===== src/rtl/accel_regs_pkg.sv =====
// Shared register map and bit positions for the accelerator command register bank.
// Offsets are word indices: byte offset = index * 4.
package accel_regs_pkg;

  localparam logic [5:0] REG_CTRL       = 6'h00;
  localparam logic [5:0] REG_STATUS     = 6'h01;
  localparam logic [5:0] REG_SRC        = 6'h02;
  localparam logic [5:0] REG_DST        = 6'h03;
  localparam logic [5:0] REG_LEN        = 6'h04;
  localparam logic [5:0] REG_DOORBELL   = 6'h05;
  localparam logic [5:0] REG_DONE_COUNT = 6'h06;
  localparam logic [5:0] REG_IRQ_STATUS = 6'h07;

  localparam int STAT_BUSY    = 0;
  localparam int STAT_FULL    = 1;
  localparam int STAT_EMPTY   = 2;
  localparam int STAT_CNT_LSB = 8;

  localparam int IRQ_DONE = 0;
  localparam int IRQ_OVF  = 1;

  // A descriptor is {src, dst, len}, each DATA_WIDTH wide.
  localparam int DESC_WORDS = 3;

endpackage


===== src/rtl/cmd_fifo.sv =====
// First-word-fall-through FIFO: dout_o shows the head whenever the FIFO is not empty.
// A push into a full FIFO is accepted only when a pop frees a slot in the same cycle.
module cmd_fifo #(
  parameter int WIDTH = 96,
  parameter int DEPTH = 8,
  parameter int CNT_W = $clog2(DEPTH) + 1
) (
  input  logic             clk_i,
  input  logic             rst_ni,
  input  logic             push_i,
  input  logic             pop_i,
  input  logic [WIDTH-1:0] din_i,
  output logic [WIDTH-1:0] dout_o,
  output logic             full_o,
  output logic             empty_o,
  output logic [CNT_W-1:0] count_o
);

  localparam int PtrW = $clog2(DEPTH);

  logic [WIDTH-1:0] mem_q [DEPTH];
  logic [PtrW-1:0]  rdPtr_q, rdPtr_d;
  logic [PtrW-1:0]  wrPtr_q, wrPtr_d;
  logic [CNT_W-1:0] count_q, count_d;
  logic             doPush, doPop;

  assign empty_o = (count_q == '0);
  assign full_o  = (count_q == CNT_W'(DEPTH));
  assign count_o = count_q;
  assign doPop   = pop_i && !empty_o;
  assign doPush  = push_i && (!full_o || doPop);
  assign dout_o  = empty_o ? '0 : mem_q[rdPtr_q];

  always_comb begin
    rdPtr_d = doPop  ? rdPtr_q + PtrW'(1) : rdPtr_q;
    wrPtr_d = doPush ? wrPtr_q + PtrW'(1) : wrPtr_q;
    count_d = count_q;
    if (doPush && !doPop)      count_d = count_q + CNT_W'(1);
    else if (doPop && !doPush) count_d = count_q - CNT_W'(1);
  end

  always_ff @(posedge clk_i or negedge rst_ni) begin
    if (!rst_ni) begin
      rdPtr_q <= '0;
      wrPtr_q <= '0;
      count_q <= '0;
    end else begin
      rdPtr_q <= rdPtr_d;
      wrPtr_q <= wrPtr_d;
      count_q <= count_d;
    end
  end

  // Storage needs no reset: the head is masked to zero while empty.
  always_ff @(posedge clk_i) begin
    if (doPush) mem_q[wrPtr_q] <= din_i;
  end

endmodule


===== src/rtl/accel_cmd_regs.sv =====
// Register bank and command queue behind the AXI4-Lite set/get strobe interface.
// Doorbell writes queue {SRC,DST,LEN} descriptors for the accelerator datapath.
module accel_cmd_regs
  import accel_regs_pkg::*;
#(
  parameter int DATA_WIDTH = 32,
  parameter int ADDR_WIDTH = 32,
  parameter int CMD_DEPTH  = 8,
  parameter int CNT_WIDTH  = 4
) (
  input  logic                  S_AXI_ACLK,
  input  logic                  S_AXI_ARESETN,
  input  logic [ADDR_WIDTH-1:0] set_addr,
  input  logic [DATA_WIDTH-1:0] set_data,
  input  logic                  set_stb,
  input  logic [ADDR_WIDTH-1:0] get_addr,
  output logic [DATA_WIDTH-1:0] get_data,
  input  logic                  get_stb,
  output logic                  cmd_valid,
  input  logic                  cmd_ready,
  output logic [DATA_WIDTH-1:0] cmd_src,
  output logic [DATA_WIDTH-1:0] cmd_dst,
  output logic [DATA_WIDTH-1:0] cmd_len,
  input  logic                  done_stb,
  output logic                  irq
);

  localparam int DescW = DESC_WORDS * DATA_WIDTH;

  logic [1:0]            ctrl_q, ctrl_d;
  logic [DATA_WIDTH-1:0] src_q, src_d, dst_q, dst_d, len_q, len_d;
  logic [DATA_WIDTH-1:0] doneCnt_q, doneCnt_d;
  logic [1:0]            irqSts_q, irqSts_d;
  logic                  irq_q, irq_d;
  logic [DATA_WIDTH-1:0] getData_q, getData_d;

  logic                  setHit;
  logic [5:0]            setIdx;
  logic                  wrCtrl, wrSrc, wrDst, wrLen, wrDoorbell, wrDoneCnt, wrIrqSts;
  logic                  fifoFull, fifoEmpty, pop, pushReject;
  logic [CNT_WIDTH-1:0]  fifoCount;
  logic [DescW-1:0]      headDesc;
  logic                  unused_ok;

  assign unused_ok = ^{get_stb, set_addr[1:0], get_addr[1:0]};

  assign setHit     = set_stb && (set_addr[ADDR_WIDTH-1:8] == '0);
  assign setIdx     = set_addr[7:2];
  assign wrCtrl     = setHit && (setIdx == REG_CTRL);
  assign wrSrc      = setHit && (setIdx == REG_SRC);
  assign wrDst      = setHit && (setIdx == REG_DST);
  assign wrLen      = setHit && (setIdx == REG_LEN);
  assign wrDoorbell = setHit && (setIdx == REG_DOORBELL);
  assign wrDoneCnt  = setHit && (setIdx == REG_DONE_COUNT);
  assign wrIrqSts   = setHit && (setIdx == REG_IRQ_STATUS);

  assign cmd_valid  = !fifoEmpty;
  assign pop        = cmd_valid && cmd_ready;
  assign pushReject = wrDoorbell && fifoFull && !pop;

  cmd_fifo #(
    .WIDTH (DescW),
    .DEPTH (CMD_DEPTH),
    .CNT_W (CNT_WIDTH)
  ) u_cmd_fifo (
    .clk_i   (S_AXI_ACLK),
    .rst_ni  (S_AXI_ARESETN),
    .push_i  (wrDoorbell),
    .pop_i   (pop),
    .din_i   ({src_q, dst_q, len_q}),
    .dout_o  (headDesc),
    .full_o  (fifoFull),
    .empty_o (fifoEmpty),
    .count_o (fifoCount)
  );

  assign {cmd_src, cmd_dst, cmd_len} = headDesc;

  // Sticky bits: a set in the same cycle as a W1C clear wins.
  always_comb begin
    ctrl_d = wrCtrl ? set_data[1:0] : ctrl_q;
    src_d  = wrSrc  ? set_data      : src_q;
    dst_d  = wrDst  ? set_data      : dst_q;
    len_d  = wrLen  ? set_data      : len_q;

    doneCnt_d = doneCnt_q;
    if (wrDoneCnt)     doneCnt_d = done_stb ? DATA_WIDTH'(1) : '0;
    else if (done_stb) doneCnt_d = doneCnt_q + DATA_WIDTH'(1);

    irqSts_d = irqSts_q & ~(wrIrqSts ? set_data[1:0] : 2'b00);
    if (done_stb)   irqSts_d[IRQ_DONE] = 1'b1;
    if (pushReject) irqSts_d[IRQ_OVF]  = 1'b1;

    irq_d = (irqSts_q[IRQ_DONE] & ctrl_q[IRQ_DONE]) |
            (irqSts_q[IRQ_OVF]  & ctrl_q[IRQ_OVF]);
  end

  always_comb begin
    getData_d = '0;
    if (get_addr[ADDR_WIDTH-1:8] == '0) begin
      case (get_addr[7:2])
        REG_CTRL:       getData_d[1:0] = ctrl_q;
        REG_STATUS: begin
          getData_d[STAT_BUSY]                   = cmd_valid;
          getData_d[STAT_FULL]                   = fifoFull;
          getData_d[STAT_EMPTY]                  = fifoEmpty;
          getData_d[STAT_CNT_LSB +: CNT_WIDTH]   = fifoCount;
        end
        REG_SRC:        getData_d = src_q;
        REG_DST:        getData_d = dst_q;
        REG_LEN:        getData_d = len_q;
        REG_DONE_COUNT: getData_d = doneCnt_q;
        REG_IRQ_STATUS: getData_d[1:0] = irqSts_q;
        default:        getData_d = '0;
      endcase
    end
  end

  always_ff @(posedge S_AXI_ACLK or negedge S_AXI_ARESETN) begin
    if (!S_AXI_ARESETN) begin
      ctrl_q    <= '0;
      src_q     <= '0;
      dst_q     <= '0;
      len_q     <= '0;
      doneCnt_q <= '0;
      irqSts_q  <= '0;
      irq_q     <= 1'b0;
      getData_q <= '0;
    end else begin
      ctrl_q    <= ctrl_d;
      src_q     <= src_d;
      dst_q     <= dst_d;
      len_q     <= len_d;
      doneCnt_q <= doneCnt_d;
      irqSts_q  <= irqSts_d;
      irq_q     <= irq_d;
      getData_q <= getData_d;
    end
  end

  assign get_data = getData_q;
  assign irq      = irq_q;

endmodule

===== config.mk =====
export PLATFORM = sky130hd
export DESIGN_NAME = accel_cmd_regs
export DESIGN_NICKNAME = d
export VERILOG_FILES = /design/src/rtl/accel_regs_pkg.sv /design/src/rtl/cmd_fifo.sv /design/src/rtl/accel_cmd_regs.sv
export SDC_FILE = /design/constraint.sdc
export NUM_CORES = 1
export LEC_CHECK = 0
export BUFFER_PORTS_ARGS = -buffer_cell sky130_fd_sc_hd__buf_2
export CAP_MARGIN = 20
export CORE_UTILIZATION = 34
export DETAILED_ROUTE_END_ITERATION = 7
export SYNTH_ARGS = -nofsm -noshare
export SYNTH_HDL_FRONTEND = slang
export SYNTH_HIERARCHICAL = 1
export SYNTH_SLANG_ARGS = --single-unit

===== constraint.sdc =====
create_clock -name S_AXI_ACLK -period 32.1 [get_ports S_AXI_ACLK]
set_input_delay 3.21 -clock S_AXI_ACLK [delete_from_list [all_inputs] [get_ports S_AXI_ACLK]]
set_output_delay 3.21 -clock S_AXI_ACLK [all_outputs]
set_load 0.02 [all_outputs]

==> flow_summary.ini, run 1 <==
[finish]
layout-drive-gt1-share_pct = 34.2
final_net_count = 2192
filler_cell_count_in_the_final_layout = 9465
final_design_area_no_fill_sq_mm = 0.0432
syn_to_final_growth_pct = 16.1

[pwr]
pwr-share-seq_pct = 53.4
peakVddDrop_v = 0.0000410
power.leakage_nw = 17.0
clock_power_share_pct = 45.2
power.switching_fraction_pct = 19.4
combinationalPowerShare_pct = 1.4
switching_power_uw = 481
cellInternalPower_mw = 1.99
power_density_mw_per_mm2 = 57.3

[clocking]
cts_max_path_buffers = 3
cts_sinks = 943
cts_post_setup_buffers_inserted = 0
clock_tree_from_tritoncts = done
cts_buffers = 92
clock_insertion_delay_at_the_later_pin_of_the_skew_report_ps = 660
ctsResizeCount = 0
clk_pin_slew_worst_paths_ps = 60
cts-root-buf = clkbuf_16
cts_htree_levels = 3
cts-hold-fix-buffers = 0

[sta]
tightest_slew_ps = 1150
finalCritPeriodShare_pct = 23.2
report.final.slew_viol_count = 0
period_needed_ps = 7440
worst_slew_slack_as_a_fraction_of_its_limit_pct = 23.1
rsz0062_at_grt = false
clock-skew-final_ps = 26.4
achievable-frequency_ghz = 0.134
final_hold_violating_endpoints = 0
finalSetupViolCount = 0
post-route-worst-setup-slack_ps = 24660
setup_tns_ps = 0

[yosys]
yosys_most_used_dff = edfxtp_1
netlist_instances = 1834
yosysSeqAreaShare_pct = 73.8
async_reset_ff_share_pct = 18.6
netlist_area_sq_mm = 0.0372
count_of_different_cell_masters_after_synthesis = 57
synth.net_count = 1943
syn-mean-instance-area_sq_um = 20.3
synth_enable_flop_cells = 768
yosys_register_bits = 943
ys.warnings.count = 6

[route]
viasPerCell = 5.39
sum_of_routed_wire_length_over_all_layers_microns = 93200
drtAntennaViolNets = 0
drt-initial-drc-count = 1791
detail_route.drc_violations = 0
detail_route.wl_per_cell_microns = 26.1
first_pass_iters = 5
route.vias.total = 19200

[place]
routabilityCongestion = 0.801
detailedPlace.worstSlack_ps = 24260
buffer_ports.inserted = 226
detailed_place.area_sq_mm = 0.0400
detailed_place_hpwl_microns = 55400

[global_route]
grt_pass1_vias = 20200
grt_start_max_net_pins = 110
initial_antenna_violation_count = 5
grt_remaining_overflow = 0
grt_first_pass_wirelength_microns = 138000
grtUsageTotal_pct = 16.9

[die]
die_height_microns = 333
coreArea_sq_mm = 0.108
die_area_sq_mm = 0.111
fp-row-count = 120
io-pin-count = 232
die_width_microns = 333
floorplan.initialDensity_pct = 34.5

[setup_path]
arrival_time_reported_for_the_critical_path_endpoint_ps = 4230
path_cells = buf_12, buf_4, buf_16, mux4_2, a22o_1, buf_2
timing.critical_path.slowest_stage_cell = dfrtp_4
cp_slowest_stage_delay_ps = 900
worst-path-max-fanout = 109
criticalPathCategory = flip-flop to output port
setup.worst_path.start_class = flip-flop
cell_family_contributing_the_most_delay_on_the_critical_path = buffers and inverters
cp-end-kind = output port
critPathRequiredTime_ps = 28890
cp_num_buf_inv = 4

[hold_path]
hold_class = flip-flop to flip-flop

[run_status]
run_status = completed

[job]
cap_viol_max_count = 0
final cells by class:
class	instances	area, sq um	area share, %
timing repair buffer	264	1500	3.46
tap	1403	1760	4.07
multi-input combinational	771	9250	21.4
inverter	11	41.3	0.0957
sequential	943	27400	63.6
antenna	2	5.00	0.0116
clock inverter	32	440	1.02
clock buffer	140	2720	6.31
cell usage after synthesis (12+ instances only):
library cell,n,share of area [%]
or4_1,17,0.34
buf_2,36,0.48
clkbuf_1,56,0.57
mux2i_1,36,0.97
mux2_2,89,2.7
nand3b_1,12,0.24
a22o_1,97,2.3
dfrtp_1,175,12
xnor2_1,12,0.28
nand2_1,40,0.40
nor2_1,37,0.37
edfxtp_1,768,62
o22a_1,16,0.38
a21oi_1,26,0.35
mux4_2,193,12
nand3_1,19,0.26
mux2_4,30,1.2
stage by stage:
stage,hold WS [ps],utilization [%],power [mW],instances
after floorplan,467,-,1.36,1834
after global routing,583,40.1,2.54,3565
after CTS,555,40.1,2.49,3563
final,554,40.1,2.47,3566
after global placement,525,37.1,1.38,3391
after detailed placement,538,37.1,1.38,3391
per-layer routing:
layer	vias to the layer above	global-route usage (%)	routed length, microns
met5	-	0	0
met4	0	4.75	1690
met3	103	2.73	5350
met2	623	26.6	43800
met1	10400	24.3	42400
li1	8114	-	-
layout by cell type (no fill, tap or decap), types with 11 or more instances in the layout:
| cell | count |
|---|---|
| edfxtp_1 | 768 |
| buf_4 | 33 |
| a21oi_1 | 26 |
| mux2i_1 | 36 |
| clkbuf_16 | 99 |
| nor2_1 | 33 |
| mux4_2 | 193 |
| buf_2 | 225 |
| dfrtp_1 | 173 |
| clkbuf_1 | 32 |
| inv_1 | 11 |
| o31ai_1 | 11 |
| nand2_1 | 40 |
| o22a_1 | 16 |
| nand3_1 | 19 |
| nand3b_1 | 12 |
| mux2_4 | 30 |
| a22o_1 | 97 |
| mux2_2 | 89 |
| xnor2_1 | 12 |
| or4_1 | 16 |
| o21ai_0 | 11 |
power by group through the flow:
stage               registers (mW)  clock network [mW]  logic, mW
global route                  1.32                1.18     0.0394
CTS                           1.32                1.14     0.0362
global placement              1.34                   0     0.0351
finish                        1.32                1.12     0.0357
detailed placement            1.34                   0     0.0363
floorplan                     1.34                   0     0.0161
final timing paths:
path,from,end,slack [ps],depth (start not counted)
min in group asynchronous,S_AXI_ARESETN,get_data[9],2540,1
min,irqSts_q[1],irqSts_q[1],550,1
max in group asynchronous,S_AXI_ARESETN,src_q[26],27550,3
max reg2reg,u_cmd_fifo/count_o[0],u_cmd_fifo/mem_q[5][57],27510,7
min reg2reg,irqSts_q[1],irqSts_q[1],550,1
max,u_cmd_fifo/rdPtr_q[0],cmd_dst[30],24660,6
kinds of logic after synthesis:
group	synth area share (%)
AO/OA/AOI/OAI	4.32
buffers and inverters	1.53
XOR/XNOR	0.424
AND/OR/NAND/NOR	3.07
flip-flops	73.8
adder cells (fa/ha/maj)	0.256
multiplexers	16.6
registers in the layout (all words and copies together), names as in the netlist:
register and count:
ctrl_q 2, u_cmd_fifo/rdPtr_q 3, len_q 32, irqSts_q 2, dst_q 32, src_q 32, irq 1, doneCnt_q 32
u_cmd_fifo/wrPtr_q 3, get_data 32, u_cmd_fifo/count_o 4, u_cmd_fifo/mem_q 768
(Power assumes the default switching activity.)
==> run 2: changes to the inputs <==
- clock period: 32.1 -> 6.77 ns (I/O delays scaled with it)
==> run 2 against run 1 <==
Compared with the run above: register-to-register slack worse by 25000 ps; sequential share of layout area is 0.17 points higher; global-route usage up 0.13 points; cell area decreased by 0.26%; via count rose by 0.31%.
==> flow_summary.ini, run 2 (same netlist as run 1, synthesis figures left out) <==
[setup_path]
reg2reg_launch_point = u_cmd_fifo/count_o[1]
critPathRequiredTime_ps = 6090
cp-end-kind = output port
rrSetupSlack_ps = 3010
criticalPathCategory = flip-flop to output port
worst-path-max-fanout = 51
worst_r2r_path_depth = 11
setup.worst_path.start_class = flip-flop
arrival_time_reported_for_the_critical_path_endpoint_ps = 3650
rr_endpoint = u_cmd_fifo/count_o[3]

[clocking]
cts_buffers = 90
cts_max_path_buffers = 3
cts-root-buf = clkbuf_16
clock_tree_from_tritoncts = done
ctsResizeCount = 0
cts_htree_levels = 3
clock_insertion_delay_at_the_later_pin_of_the_skew_report_ps = 660
cts_sinks = 943
clk_pin_slew_worst_paths_ps = 70

[job]
cap_viol_max_count = 0

[route]
detail_route.wl_per_cell_microns = 26.7
first_pass_iters = 5
viasPerCell = 5.41
route.vias.total = 19300
detail_route.drc_violations = 0
drtAntennaViolNets = 0
drt-initial-drc-count = 1768
sum_of_routed_wire_length_over_all_layers_microns = 95100

[sta]
final_hold_violating_endpoints = 0
worst_slew_slack_as_a_fraction_of_its_limit_pct = 26.0
clock-skew-final_ps = 25.0
report.final.slew_viol_count = 0
tightest_slew_ps = 1110
finalCritPeriodShare_pct = 64.0
finalSetupViolCount = 0
rsz0062_at_grt = false
post-route-worst-setup-slack_ps = 2440
period_needed_ps = 4330
achievable-frequency_ghz = 0.231

[die]
die_area_sq_mm = 0.111
fp-row-count = 120
floorplan.initialDensity_pct = 34.5
coreArea_sq_mm = 0.108
die_width_microns = 333
io-pin-count = 232
die_height_microns = 333

[place]
routabilityCongestion = 0.766
detailedPlace.worstSlack_ps = 2240
buffer_ports.inserted = 226
detailed_place_hpwl_microns = 55700

[pwr]
pwr-share-seq_pct = 54.2
combinationalPowerShare_pct = 1.5
power.leakage_nw = 16.9
power.switching_fraction_pct = 20.0
switching_power_mw = 2.30
peakVddDrop_v = 0.000161
power_density_mw_per_mm2 = 268
p_total_mw = 11.5
clock_power_share_pct = 44.3
cellInternalPower_mw = 9.23

[hold_path]
timing.hold.worst.start = set_data[28]
timing.hold.worst_endpoint = dst_q[28]
worstHoldPathCells = 2
hold_class = input pin to flip-flop

[finish]
final_net_count = 2191
area_used_by_sequential_logic_in_the_layout_sq_mm = 0.0274
layout_commonest_cell = edfxtp_1
multiInputGateArea_sq_mm = 0.00926
syn_to_final_growth_pct = 15.8
top_library_cells_by_usage_in_the_layout_fill_and_taps_aside = edfxtp_1 (768), buf_2 (225), mux4_2 (193), dfrtp_1 (173), a22o_1 (97)
filler_cell_count_in_the_final_layout = 9459
layout-drive-gt1-share_pct = 34.4
registers.top_by_ff_count = u_cmd_fifo/mem_q
largest_register_ff_count = 768

[global_route]
grt_first_pass_wirelength_microns = 138000
initial_antenna_violation_count = 9
grtUsageTotal_pct = 17.0
grt_remaining_overflow = 0
grt_start_max_net_pins = 147
grt_pass1_vias = 20300

[run_status]
run_status = completed
-- run 2: worst max-delay path by stage --
stage	startpoint	end	slack, ps
4_1_cts	u_cmd_fifo/rdPtr_q[0]	cmd_len[31]	2340
5_1_grt	u_cmd_fifo/rdPtr_q[0]	cmd_len[31]	2210
3_3_place_gp	set_addr[17]	u_cmd_fifo/mem_q[7][38]	2390
3_5_place_dp	set_addr[18]	u_cmd_fifo/mem_q[7][38]	2240
2_1_floorplan	set_addr[10]	u_cmd_fifo/mem_q[2][0]	-2430
6_report	u_cmd_fifo/count_o[1]	cmd_len[31]	2440
-- run 2: timing repair --
| item | 4_1_cts | 5_1_grt |
|---|---|---|
| buffers inserted | 0 | 0 |
| endpoints found under the setup margin | 0 | 0 |
| hold buffers | 1 | 0 |
| hold endpoints to repair | 48 | 0 |
-- run 2: area by class of cell --
type                    count  share of cell area [%]
diodes                      1                 0.00581
clock buffers             112                    5.66
clock inverters            56                    1.33
inverters                  11                  0.0959
multi-input cells         771                    21.5
flip-flops and latches    943                    63.8
well taps                1403                    4.08
repair buffers            265                    3.54
-- run 2: through the flow --
step / instances / area [sq um] / TNS, ps / hold WS [ps] / utilization (%)
floorplan: 1834 / 37200 / -787390 / 381 / -
global placement: 3392 / 40000 / 0 / 529 / 37.2
detailed placement: 3392 / 40000 / 0 / 546 / 37.2
CTS: 3561 / 43000 / 0 / 255 / 40.0
global route: 3561 / 43000 / 0 / 287 / 40.0
finish: 3562 / 43000 / 0 / 295 / 40.0
-- run 2: metal layers --
metal	part of all wire [%]	GRT usage (%)	vias up
met3	6.5	3.04	116
met5	0.033	0	-
met2	47	27.0	652
met4	1.9	4.65	6
met1	44	24.2	10400
li1	-	-	8105
-- run 2: power by group through the flow --
stage | Combinational, mW | Sequential (mW) | Clock (mW)
floorplan | 0.0762 | 6.36 | 0
global placement | 0.167 | 6.37 | 0
detailed placement | 0.173 | 6.37 | 0
CTS | 0.174 | 6.25 | 5.19
global route | 0.187 | 6.25 | 5.39
finish | 0.172 | 6.25 | 5.10
-- run 2: worst max-delay path: stages, from the launching register on --
cell and delay, ps:
dfrtp_1 510, or4_4 230, and2_4 720, buf_4 810
a22o_1 450, buf_2 230
